===== src/rtl/regfile_wb_if.sv =====
// Write-side bus of the register file: ALU and memory result producers plus the
// registered single write port.
// Handshake: a result transfers on the posedge where valid && ready are both high;
// while valid is high and ready is low, the producer holds addr/data stable.
interface regfile_wb_if #(
  parameter int DW = 8,
  parameter int AW = 3
);
  logic          alu_valid;
  logic          alu_ready;
  logic [AW-1:0] alu_addr;
  logic [DW-1:0] alu_data;
  logic          mem_valid;
  logic          mem_ready;
  logic [AW-1:0] mem_addr;
  logic [DW-1:0] mem_data;
  logic          regwrite;
  logic [AW-1:0] wr_addr;
  logic [DW-1:0] wr_data;

  modport slave (
    input  alu_valid, alu_addr, alu_data, mem_valid, mem_addr, mem_data,
    output alu_ready, mem_ready, regwrite, wr_addr, wr_data
  );

  modport master (
    output alu_valid, alu_addr, alu_data, mem_valid, mem_addr, mem_data,
    input  alu_ready, mem_ready, regwrite, wr_addr, wr_data
  );
endinterface


===== src/rtl/regfile_wb_arbiter.sv =====
// Merges ALU results (direct) and buffered memory results onto the register file's
// single registered write port, exposing a mask of registers with buffered writes.
module regfile_wb_arbiter #(
  parameter int DW    = 8,
  parameter int AW    = 3,
  parameter int DEPTH = 4
) (
  input  logic                     clk,
  input  logic                     rst_n,
  input  logic                     flush,
  regfile_wb_if.slave              bus,
  output logic [2**AW-1:0]         pend_mask,
  output logic [$clog2(DEPTH):0]   fifo_count
);
  localparam int PW = $clog2(DEPTH);
  localparam int CW = PW + 1;
  localparam logic [CW-1:0] FullCnt = CW'(DEPTH);

  logic [AW-1:0]    addrMem [DEPTH];
  logic [DW-1:0]    dataMem [DEPTH];
  logic [DEPTH-1:0] entryVld;
  logic [PW-1:0]    rdPtr;
  logic [PW-1:0]    wrPtr;

  logic aluFire;
  logic memFire;
  logic popHead;

  // A buffered write to the ALU's target is older, so the ALU waits behind it.
  assign bus.alu_ready = !pend_mask[bus.alu_addr];
  assign bus.mem_ready = (fifo_count < FullCnt) && !flush;

  assign aluFire = bus.alu_valid && bus.alu_ready;
  assign memFire = bus.mem_valid && bus.mem_ready;
  assign popHead = !aluFire && (fifo_count != '0) && !flush;

  always_comb begin
    pend_mask = '0;
    for (int i = 0; i < DEPTH; i++) begin
      if (entryVld[i]) pend_mask[addrMem[i]] = 1'b1;
    end
  end

  always_ff @(posedge clk or negedge rst_n) begin
    if (!rst_n) begin
      rdPtr      <= '0;
      wrPtr      <= '0;
      fifo_count <= '0;
      entryVld   <= '0;
    end else if (flush) begin
      rdPtr      <= '0;
      wrPtr      <= '0;
      fifo_count <= '0;
      entryVld   <= '0;
    end else begin
      // Push and pop never share a slot: a pop needs count>0, a push needs count<DEPTH.
      if (memFire) begin
        entryVld[wrPtr] <= 1'b1;
        wrPtr           <= wrPtr + 1'b1;
      end
      if (popHead) begin
        entryVld[rdPtr] <= 1'b0;
        rdPtr           <= rdPtr + 1'b1;
      end
      case ({memFire, popHead})
        2'b10:   fifo_count <= fifo_count + 1'b1;
        2'b01:   fifo_count <= fifo_count - 1'b1;
        default: fifo_count <= fifo_count;
      endcase
    end
  end

  always_ff @(posedge clk) begin
    if (memFire) begin
      addrMem[wrPtr] <= bus.mem_addr;
      dataMem[wrPtr] <= bus.mem_data;
    end
  end

  always_ff @(posedge clk or negedge rst_n) begin
    if (!rst_n) begin
      bus.regwrite <= 1'b0;
      bus.wr_addr  <= '0;
      bus.wr_data  <= '0;
    end else if (aluFire) begin
      bus.regwrite <= 1'b1;
      bus.wr_addr  <= bus.alu_addr;
      bus.wr_data  <= bus.alu_data;
    end else if (popHead) begin
      bus.regwrite <= 1'b1;
      bus.wr_addr  <= addrMem[rdPtr];
      bus.wr_data  <= dataMem[rdPtr];
    end else begin
      bus.regwrite <= 1'b0;
    end
  end
endmodule


===== src/flat_wrapper.sv =====
// flat-port wrapper written by rule: the top's interface ports become plain ports
module regfile_wb_arbiter_flat 
#(
  parameter int DW    = 8,
  parameter int AW    = 3,
  parameter int DEPTH = 4
)
  (clk, rst_n, flush, pend_mask, fifo_count, bus_alu_valid, bus_alu_addr, bus_alu_data, bus_mem_valid, bus_mem_addr, bus_mem_data, bus_alu_ready, bus_mem_ready, bus_regwrite, bus_wr_addr, bus_wr_data);
  regfile_wb_if #(.DW(DW), .AW(AW)) bus_i ();
  input  logic clk;
  input  logic rst_n;
  input  logic flush;
  output logic [2**AW-1:0] pend_mask;
  output logic [$clog2(DEPTH):0] fifo_count;
  input wire logic [$bits(bus_i.alu_valid)-1:0] bus_alu_valid;
  input wire logic [$bits(bus_i.alu_addr)-1:0] bus_alu_addr;
  input wire logic [$bits(bus_i.alu_data)-1:0] bus_alu_data;
  input wire logic [$bits(bus_i.mem_valid)-1:0] bus_mem_valid;
  input wire logic [$bits(bus_i.mem_addr)-1:0] bus_mem_addr;
  input wire logic [$bits(bus_i.mem_data)-1:0] bus_mem_data;
  output wire logic [$bits(bus_i.alu_ready)-1:0] bus_alu_ready;
  output wire logic [$bits(bus_i.mem_ready)-1:0] bus_mem_ready;
  output wire logic [$bits(bus_i.regwrite)-1:0] bus_regwrite;
  output wire logic [$bits(bus_i.wr_addr)-1:0] bus_wr_addr;
  output wire logic [$bits(bus_i.wr_data)-1:0] bus_wr_data;
  assign bus_i.alu_valid = bus_alu_valid;
  assign bus_i.alu_addr = bus_alu_addr;
  assign bus_i.alu_data = bus_alu_data;
  assign bus_i.mem_valid = bus_mem_valid;
  assign bus_i.mem_addr = bus_mem_addr;
  assign bus_i.mem_data = bus_mem_data;
  assign bus_alu_ready = bus_i.alu_ready;
  assign bus_mem_ready = bus_i.mem_ready;
  assign bus_regwrite = bus_i.regwrite;
  assign bus_wr_addr = bus_i.wr_addr;
  assign bus_wr_data = bus_i.wr_data;
  regfile_wb_arbiter #(.DW(DW), .AW(AW), .DEPTH(DEPTH)) u_core (.clk(clk), .rst_n(rst_n), .flush(flush), .bus(bus_i), .pend_mask(pend_mask), .fifo_count(fifo_count));
endmodule

===== config.mk =====
export PLATFORM = sky130hd
export DESIGN_NAME = regfile_wb_arbiter_flat
export DESIGN_NICKNAME = d
export VERILOG_FILES = /design/src/rtl/regfile_wb_if.sv /design/src/rtl/regfile_wb_arbiter.sv /design/src/flat_wrapper.sv
export SDC_FILE = /design/constraint.sdc
export NUM_CORES = 1
export LEC_CHECK = 0
export CORE_MARGIN = 2
export CORE_UTILIZATION = 50
export CTS_CLUSTER_DIAMETER = 150
export CTS_CLUSTER_SIZE = 25
export DETAILED_ROUTE_END_ITERATION = 10
export PLACE_DENSITY_LB_ADDON = 0.3
export SLEW_MARGIN = 40
export SYNTH_ARGS = -nofsm -noshare
export SYNTH_HDL_FRONTEND = slang
export SYNTH_SLANG_ARGS = --single-unit

===== constraint.sdc =====
create_clock -name clk -period 4.35 [get_ports clk]
set_input_delay 1.305 -clock clk [delete_from_list [all_inputs] [get_ports clk]]
set_output_delay 1.305 -clock clk [all_outputs]
set_load 0.005 [all_outputs]

* After elaboration in Yosys (flattened, before gate mapping)
Memory sizes are Yosys's and may differ from the RTL's.
Cells that the tools add are included.
** Storage, ports and cells
- Input bits :: 27
- Word-level logic and storage cells :: 90
- Output and inout port bits :: 25
- Register bits :: 23
- Memories :: 2
- Memory bits (writable) :: 44
** Memories
- u_core.dataMem :: words 4, bits a word 8, rd ports 1, clocked after Yosys merged registers in 0, wr ports 1, line regfile_wb_arbiter.sv:20 : logic [DW-1:0] dataMem [DEPTH];
- u_core.addrMem :: words 4, bits a word 3, rd ports 5, clocked after Yosys merged registers in 0, wr ports 1, line regfile_wb_arbiter.sv:19 : logic [AW-1:0] addrMem [DEPTH];
** Operators by class
- Reductions and logical operators :: 19
- Mux-type cells :: 36
- Equality and inequality tests :: 2
- Add/sub/neg operators :: 4
- Bitwise operators :: 6
- Magnitude comparators :: 14
** Operators by type and width (number)
- $mux W8 :: 6
- $or A8 B8 Y8 :: 3
- $lt A3 B4 Y1 const B :: 5
- $mux W4 :: 4
- $demux W1 S3 :: 4
- $ge A3 B1 Y1 const B :: 4
- $logic_and A1 B1 Y1 :: 11
- $mux W1 :: 11
- $mux W3 :: 3
- $mux W2 :: 4
- $lt A2 B3 Y1 const B :: 2
- $pmux W3 S2 :: 1
- $reduce_bool A2 Y1 :: 3
- $reduce_bool A3 Y1 :: 2
- $add A2 B1 Y2 const B :: 2
- $and A4 B4 Y4 :: 1
- $demux W1 S2 :: 2
- $ge A2 B1 Y1 const B :: 2
- $not A4 Y4 :: 1
- $or A4 B4 Y4 :: 1
- $add A3 B1 Y3 const B :: 1
- $bmux W1 S3 :: 1
- $logic_not A1 Y1 :: 3
- $lt A3 B3 Y1 const B :: 1
- 3 further kinds :: 3

* Logic depth before layout (Yosys ltp)
Gate-level depths: netlist of run 1.
- Depth in word-level cells :: 21
- Depth in mapped cells :: 12
- Depth with buffers taken out :: 12

* Worst setup path after synthesis of run 1
No wires, ideal clock.
- Path type :: input to register
- From :: input port bus_alu_addr[0]
- To :: register u_core.fifo_count[1]
- Library setup time :: 0.127 ns
- Path slack :: 0.974 ns
- Stages on the path :: 10
- Required time :: 4.223 ns
- Data arrival time :: 3.249 ns
- Cell sequence :: nor4bb_1 nor4b_2 o22a_1 nand2_1 nor3_1 fa_1 nand2b_1 nor2_1 mux2i_1 nand3_1
** On the way
- Cells in the longest elaborated chain, start to end :: 10
- Elaborated cells on any way between the ends :: 12
** RTL lines
- start: declaration :: line flat_wrapper.sv:16 : input wire logic [$bits(bus_i.alu_addr)-1:0] bus_alu_addr;
- $bmux W1 S3 * :: line regfile_wb_arbiter.sv:30 : assign bus.alu_ready = !pend_mask[bus.alu_addr];
- $mux W1 (implied by the code) * :: line regfile_wb_arbiter.sv:30
- $logic_not A1 Y1 * :: line regfile_wb_arbiter.sv:30
- $logic_and A1 B1 Y1 * :: line regfile_wb_arbiter.sv:33 : assign aluFire = bus.alu_valid && bus.alu_ready;
- $logic_not A1 Y1 * :: line regfile_wb_arbiter.sv:35 : assign popHead = !aluFire && (fifo_count != '0) && !flush;
- $logic_and A1 B1 Y1 * (2 in series) :: line regfile_wb_arbiter.sv:35
- $eq A2 B1 Y1 or $eq A2 B2 Y1 (tied branches) :: line regfile_wb_arbiter.sv:65 : case ({memFire, popHead})
- $pmux W3 S2 :: line regfile_wb_arbiter.sv:65
- $mux W3 :: line regfile_wb_arbiter.sv:50 : end else if (flush) begin
- end signal: assignment :: line regfile_wb_arbiter.sv:66 : 2'b10: fifo_count <= fifo_count + 1'b1;
- end signal: assignment :: line regfile_wb_arbiter.sv:67 : 2'b01: fifo_count <= fifo_count - 1'b1;
- end signal: assignment :: line regfile_wb_arbiter.sv:68 : default: fifo_count <= fifo_count;
- end: declaration :: line regfile_wb_arbiter.sv:13 : output logic [$clog2(DEPTH):0] fifo_count
Mark *: on every way between the ends. The rest lies on a longest branch, timed or not. The select of a mux whose other input is x is not followed.
A chain may end at the register's enable or synchronous reset.

* Worst setup path in the final report of run 1
- From :: input port bus_alu_addr[0]
- To :: output port bus_alu_ready
** On the way
- Cells in the longest elaborated chain, start to end :: 3
** RTL lines
- $bmux W1 S3 :: line regfile_wb_arbiter.sv:30
- $mux W1 (implied by the code) :: line regfile_wb_arbiter.sv:30
- $logic_not A1 Y1 :: line regfile_wb_arbiter.sv:30
- end: declaration :: line flat_wrapper.sv:21 : output wire logic [$bits(bus_i.alu_ready)-1:0] bus_alu_ready;
No other way between the ends. The select of a mux whose other input is x is not followed.

==> results.txt, run 1 <==
Status = finished clean
Fmax = 0.2360 GHz
Grt total ovfl = 0
Mapped Cells = 245
Row cnt = 29
Ys async rst share = 34.33%
Hold slack = 0.5541 ns
Detailed-route via count = 2204
I/O Buffers = 51
Routed wire length = 6.627 mm
Ports = 52
CTS tree = done
GR Util All Layers = 19.73%
Detail Placement HPWL = 4.694 mm
Synth Area per Inst = 13.36 um^2
DIE WIDTH = 84.91 um
Final Max Tran Viols = 0
Setup WS post-layout = 0.1134 ns
Area grow syn2layout = 25.84%
Placed Instance Area = 3887 um^2
Endpoint class of the critical path = output pin
Crit share post-route = 97.39%
# fillers = 491
Core box area = 6350 um^2
Power Density = 509.8 nW/um^2
Unrepaired setup endpoints after global routing = no
Critical path class = in -> out
Required time of the critical path = 3.04 ns
Max FO, Critical Path = 6
Clock slew at reported path FFs = 0.08 ns
H-Tree Level Count = 3
P_leak = 1.484 nW
First-pass GRT wire length = 10.81 mm
Final net count = 340
CTS Buf Count = 9
Vias per inst = 5.710
Slew HR = 53.89%
Worst hold path type = reg -> reg
Post-DRT Antenna Nets = 0
Layout cells sized above 1 = 15.86%
CTS root buffer = clkbuf_8
Clk_skew = 0.01153 ns
Worst-Skew Late Latency = 0.34 ns
Final setup violation count = 0
Drt wl/cell = 17.17 um
GP Congestion = 0.8512
Post-synth EDFFs = 44
DIE HEIGHT = 84.91 um
DRC Markers = 0
Ys Warns = 0
CP startpoint kind = primary input
Vias in the first global route = 2208
DR iter-0 viols = 98
Initial Util = 51.55%
Syn nets = 281
Synth Flop Type = edfxtp_1
Clock Tree Buf Depth = 2
Dpl ws = -0.1435 ns
Netlist cell types = 40
Initial antenna violation count = 0
Diode count = 0
Fin crit period = 4.237 ns
Synthesis-stage register bit count = 67
Max-cap violations = 0
Mapped cell area = 3273 um^2
Clock sinks = 67
Fin. Hold Viols = 0
Worst vdd ir = 0.0003081 V
Seq/Total Area, Yosys = 57.95%
First-pass DRT Iterations = 4
Final Cell Area = 4119 um^2
Largest net degree at the start of global routing = 24
Critical Path AT = 2.93 ns
Worst slew pin tran = 0.6917 ns
Post-CTS Setup Inserts = 0
Die area = 7210 um^2
[final timing paths]
check                      cells past startpoint                   from  slack [ns]                    end
min                                            2  u_core.bus.wr_addr[1]        0.55  u_core.bus.wr_addr[1]
min reg2reg                                    2  u_core.bus.wr_addr[1]        0.55  u_core.bus.wr_addr[1]
max                                            4        bus_alu_addr[0]        0.11          bus_alu_ready
min in group asynchronous                      2                  rst_n        1.32  u_core.bus.wr_addr[2]
max reg2reg                                    9   u_core.addrMem[3][2]        0.92   u_core.fifo_count[2]
max in group asynchronous                      2                  rst_n        2.75        u_core.rdPtr[0]
[placed cells by master (no fill, tap or decap), drive strengths merged, types with 11 or more instances in the layout]
cell type / instances
nor2: 13
nand2b: 14
edfxtp: 44
mux4: 12
mux2i: 14
clkdlybuf4s50: 49
clkbuf: 11
o21ai: 14
dfrtp: 23
nand2: 25
[registers in the layout, summed over array words and instances (netlist names)]
name / cells
u_core.bus.wr_data: 8
u_core.dataMem: 32
u_core.fifo_count: 3
u_core.rdPtr: 2
u_core.bus.wr_addr: 3
u_core.wrPtr: 2
u_core.bus.regwrite: 1
u_core.addrMem: 12
u_core.entryVld: 4
[cell type report]
cell class / count / area (um^2) / share of cell area (%)
Sequential cell: 67 / 1898 / 46.08
Tap cell: 77 / 96.34 / 2.339
Multi-Input combinational cell: 162 / 1319 / 32.02
Clock inverter: 5 / 85.08 / 2.066
Inverter: 8 / 30.03 / 0.7290
Timing Repair Buffer: 56 / 549.3 / 13.34
Clock buffer: 11 / 141.4 / 3.433
[synth_stat cells, types with 3 or more instances]
cell type,n,area (um^2)
a211oi_2,5,62.56
a21oi_1,6,30.03
and2_1,4,25.02
clkbuf_1,6,22.52
dfrtp_1,23,575.6
edfxtp_1,44,1321
ha_1,8,100.1
inv_1,8,30.03
mux2i_1,14,140.1
mux4_2,12,270.3
nand2_1,25,93.84
nand2b_1,13,81.33
nand3_1,4,20.02
nand4b_1,3,26.28
nor2_1,12,45.04
nor3_1,7,35.03
o21ai_0,12,60.06
o22ai_1,5,31.28
o32a_1,5,50.05
or2_2,4,25.02
[power by group]
| part | total, mW | internal, mW | leakage [nW] | switching [mW] |
|---|---|---|---|---|
| Sequential | 0.897 | 0.785 | 0.691 | 0.112 |
| Combinational | 0.619 | 0.346 | 0.683 | 0.273 |
| Clock | 0.585 | 0.342 | 0.110 | 0.243 |
[critical path, stage by stage]
cell and delay [ns]:
dlygate4sd2_1 0.34, mux4_2 0.61, mux2i_1 0.16, clkdlybuf4s50_1 0.52
[kinds of logic (layout without fill, tap and decap cells)]
family | count (synthesis) | count (layout) | synth area share (%)
flops | 67 | 67 | 57.95
mux | 26 | 26 | 12.54
buf+inv | 16 | 80 | 1.988
simple gates | 82 | 82 | 13.34
xor+xnor | 2 | 2 | 0.5353
fa+ha+maj | 9 | 9 | 3.670
compound gates | 43 | 43 | 9.978
[stage by stage]
stage / utilization, % / power, mW / std cells / setup TNS (ns)
CTS: 64.77 / 2.117 / 386 / 0
global placement: 61.14 / 1.512 / 370 / -0.1657
finish: 64.87 / 2.100 / 386 / 0
detailed placement: 61.22 / 1.536 / 370 / -0.1435
global route: 64.87 / 2.219 / 386 / 0
floorplan: - / 1.263 / 245 / 0
[layer usage]
| layer | up-vias | GRT usage (%) | routed length (um) |
|---|---|---|---|
| met5 | - | 0 | 0 |
| met1 | 1074 | 24.16 | 2808 |
| met2 | 65 | 33.43 | 3366 |
| li1 | 1052 | - | - |
| met3 | 13 | 4.183 | 295 |
| met4 | 0 | 9.524 | 157 |
[repair_timing]
action | 4_1_cts | 5_1_grt
gates resized for setup | 1 | 1
setup endpoints to repair | 1 | 1
hold endpoints to repair | 0 | 0
hold buffers | 0 | 0
Note: power is estimated with default switching activity, not from simulation.
==> run 2, diff against run 1 <==
Settings changed: CORE_UTILIZATION 50 to 53, PLACE_DENSITY set to 0.79, PLACE_DENSITY_LB_ADDON 0.3 to not set.
==> run 2 against run 1 <==
Compared with the run above: global-route usage increased by 1.7 points; total power fell by 3.7%; setup slack better by 0.049 ns; largest power group unchanged; sequential power down 0.7%; critical path depth up 2; die area down 5.4%; count of clock-buffer cells in the layout decreased by 2; sequential cell count did not move; largest cell class unchanged; first-iteration DRC count up 39%; non-clock buffer count increased by 3; cell area decreased by 0.55%; maximum frequency rose by 1.2%.
==> results.txt, run 2 (same netlist as run 1, synthesis figures left out) <==
Worst-Skew Late Latency = 0.34 ns
GR Util All Layers = 21.42%
Endpoint class of the critical path = output pin
CTS tree = done
DR iter-0 viols = 136
Commonest non-fill, non-tap cell in the layout = clkdlybuf4s50_1
Critical path class = in -> out
Routed wire length = 6.620 mm
Clock sinks = 67
Diode count = 0
CTS root buffer = clkbuf_8
Met2 routed WL = 3.347 mm
Top routing layer used = met4
Vias in the first global route = 2226
Max FO, Critical Path = 5
Unrepaired setup endpoints after global routing = no
First-pass DRT Iterations = 4
Biggest regs = u_core.dataMem: 32 flops, u_core.addrMem: 12 flops, u_core.bus.wr_data: 8 flops
Critical Path AT = 2.88 ns
Placed cells = 371
Largest Register = u_core.dataMem
Worst vdd ir = 0.0002993 V
Largest register FFs = 32
Worst slew pin tran = 0.7543 ns
Ports = 52
Clk_skew = 0.007449 ns
Row cnt = 28
Placed Instance Area = 3897 um^2
Dpl ws = -0.07960 ns
CTS hold repair buffers = 0
Area grow syn2layout = 25.15%
Setup WS post-layout = 0.1628 ns
Post-DRT Antenna Nets = 0
Detail Placement HPWL = 4.692 mm
Drt wl/cell = 17.11 um
CP startpoint kind = primary input
Worst hold path type = reg -> reg
Final net count = 343
Power Density = 493.7 nW/um^2
CTS Buf Count = 9
DR WL met3 = 359 um
Largest net degree at the start of global routing = 24
Final setup violation count = 0
Grt total ovfl = 0
# fillers = 421
Clock Tree Buf Depth = 2
DRC Markers = 0
Total Power = 2.022 mW
I/O Buffers = 51
DIE WIDTH = 82.59 um
Final instance count without filler cells = 387
GP Congestion = 0.9263
Fin. Hold Viols = 0
Initial Util = 54.96%
Max-cap violations = 0
Initial antenna violation count = 0
Final Cell Area = 4096 um^2
Required time of the critical path = 3.04 ns
DIE HEIGHT = 82.59 um
Final Max Tran Viols = 0
Vias per inst = 5.804
Fmax = 0.2388 GHz
Clock slew at reported path FFs = 0.07 ns
First-pass GRT wire length = 10.43 mm
Multi-input gate area = 1318 um^2
DRT met1 WL = 2.779 mm
Fin Setup TNS = 0 ns
Most frequent cells in the layout = 48 x clkdlybuf4s50_1, 44 x edfxtp_1, 25 x nand2_1
Core box area = 5956 um^2
H-Tree Level Count = 3
Reg area = 1897 um^2
Detailed-route via count = 2246
Die area = 6820 um^2
Layout cells sized above 1 = 16.03%
Status = finished clean
Slew HR = 49.71%
Fin crit period = 4.187 ns
P_leak = 1.484 nW
Crit share post-route = 96.26%
run 2: worst max-delay path, stage by stage:
cell             delay, ns
dlygate4sd2_1         0.27
buf_4                 0.16
nor4bb_2              0.17
nor4b_2               0.38
mux2i_1               0.13
clkdlybuf4s50_1       0.46
run 2: final timing paths:
check	from	end	slack, ns	depth (start not counted)
max in group asynchronous	rst_n	u_core.bus.regwrite	3.00	1
min in group asynchronous	rst_n	u_core.bus.wr_data[0]	0.96	1
max reg2reg	u_core.addrMem[3][2]	u_core.fifo_count[2]	0.78	10
max	bus_alu_addr[0]	bus_alu_ready	0.16	6
min	u_core.bus.wr_data[1]	u_core.bus.wr_data[1]	0.57	2
min reg2reg	u_core.bus.wr_data[1]	u_core.bus.wr_data[1]	0.57	2
run 2: layout make-up:
type                       instances  share of cell area, %
clock buffer                       9                  3.024
clock inverter                     7                  1.649
inverter                           8                 0.7330
multi-input combinational        162                  32.16
sequential                        67                  46.30
tap                               75                  2.291
timing repair buffer              59                  13.84
run 2: power breakdown:
part | switching (mW) | internal (mW)
logic | 0.282 | 0.356
registers | 0.107 | 0.784
clock network | 0.231 | 0.262
total | 0.620 | 1.40
run 2: per-stage QoR:
| stage | hold slack (ns) | util, % |
|---|---|---|
| after floorplan | 0.5401 | - |
| after global placement | 0.5311 | 65.53 |
| after detailed placement | 0.5579 | 65.44 |
| after CTS | 0.5741 | 68.74 |
| after global routing | 0.6042 | 68.78 |
| final | 0.5716 | 68.78 |
run 2: layer usage:
layer	global-route usage, %	vias to the layer above
met4	11.64	0
li1	-	1057
met5	0	-
met3	4.130	14
met2	36.21	66
met1	25.92	1109
run 2: what timing repair did:
item                                   CTS  global route
pin swaps                                1             1
endpoints found under the hold margin    0             0
gates resized for setup                  2             1
setup endpoints to repair                1             1
buffers inserted                         0             0
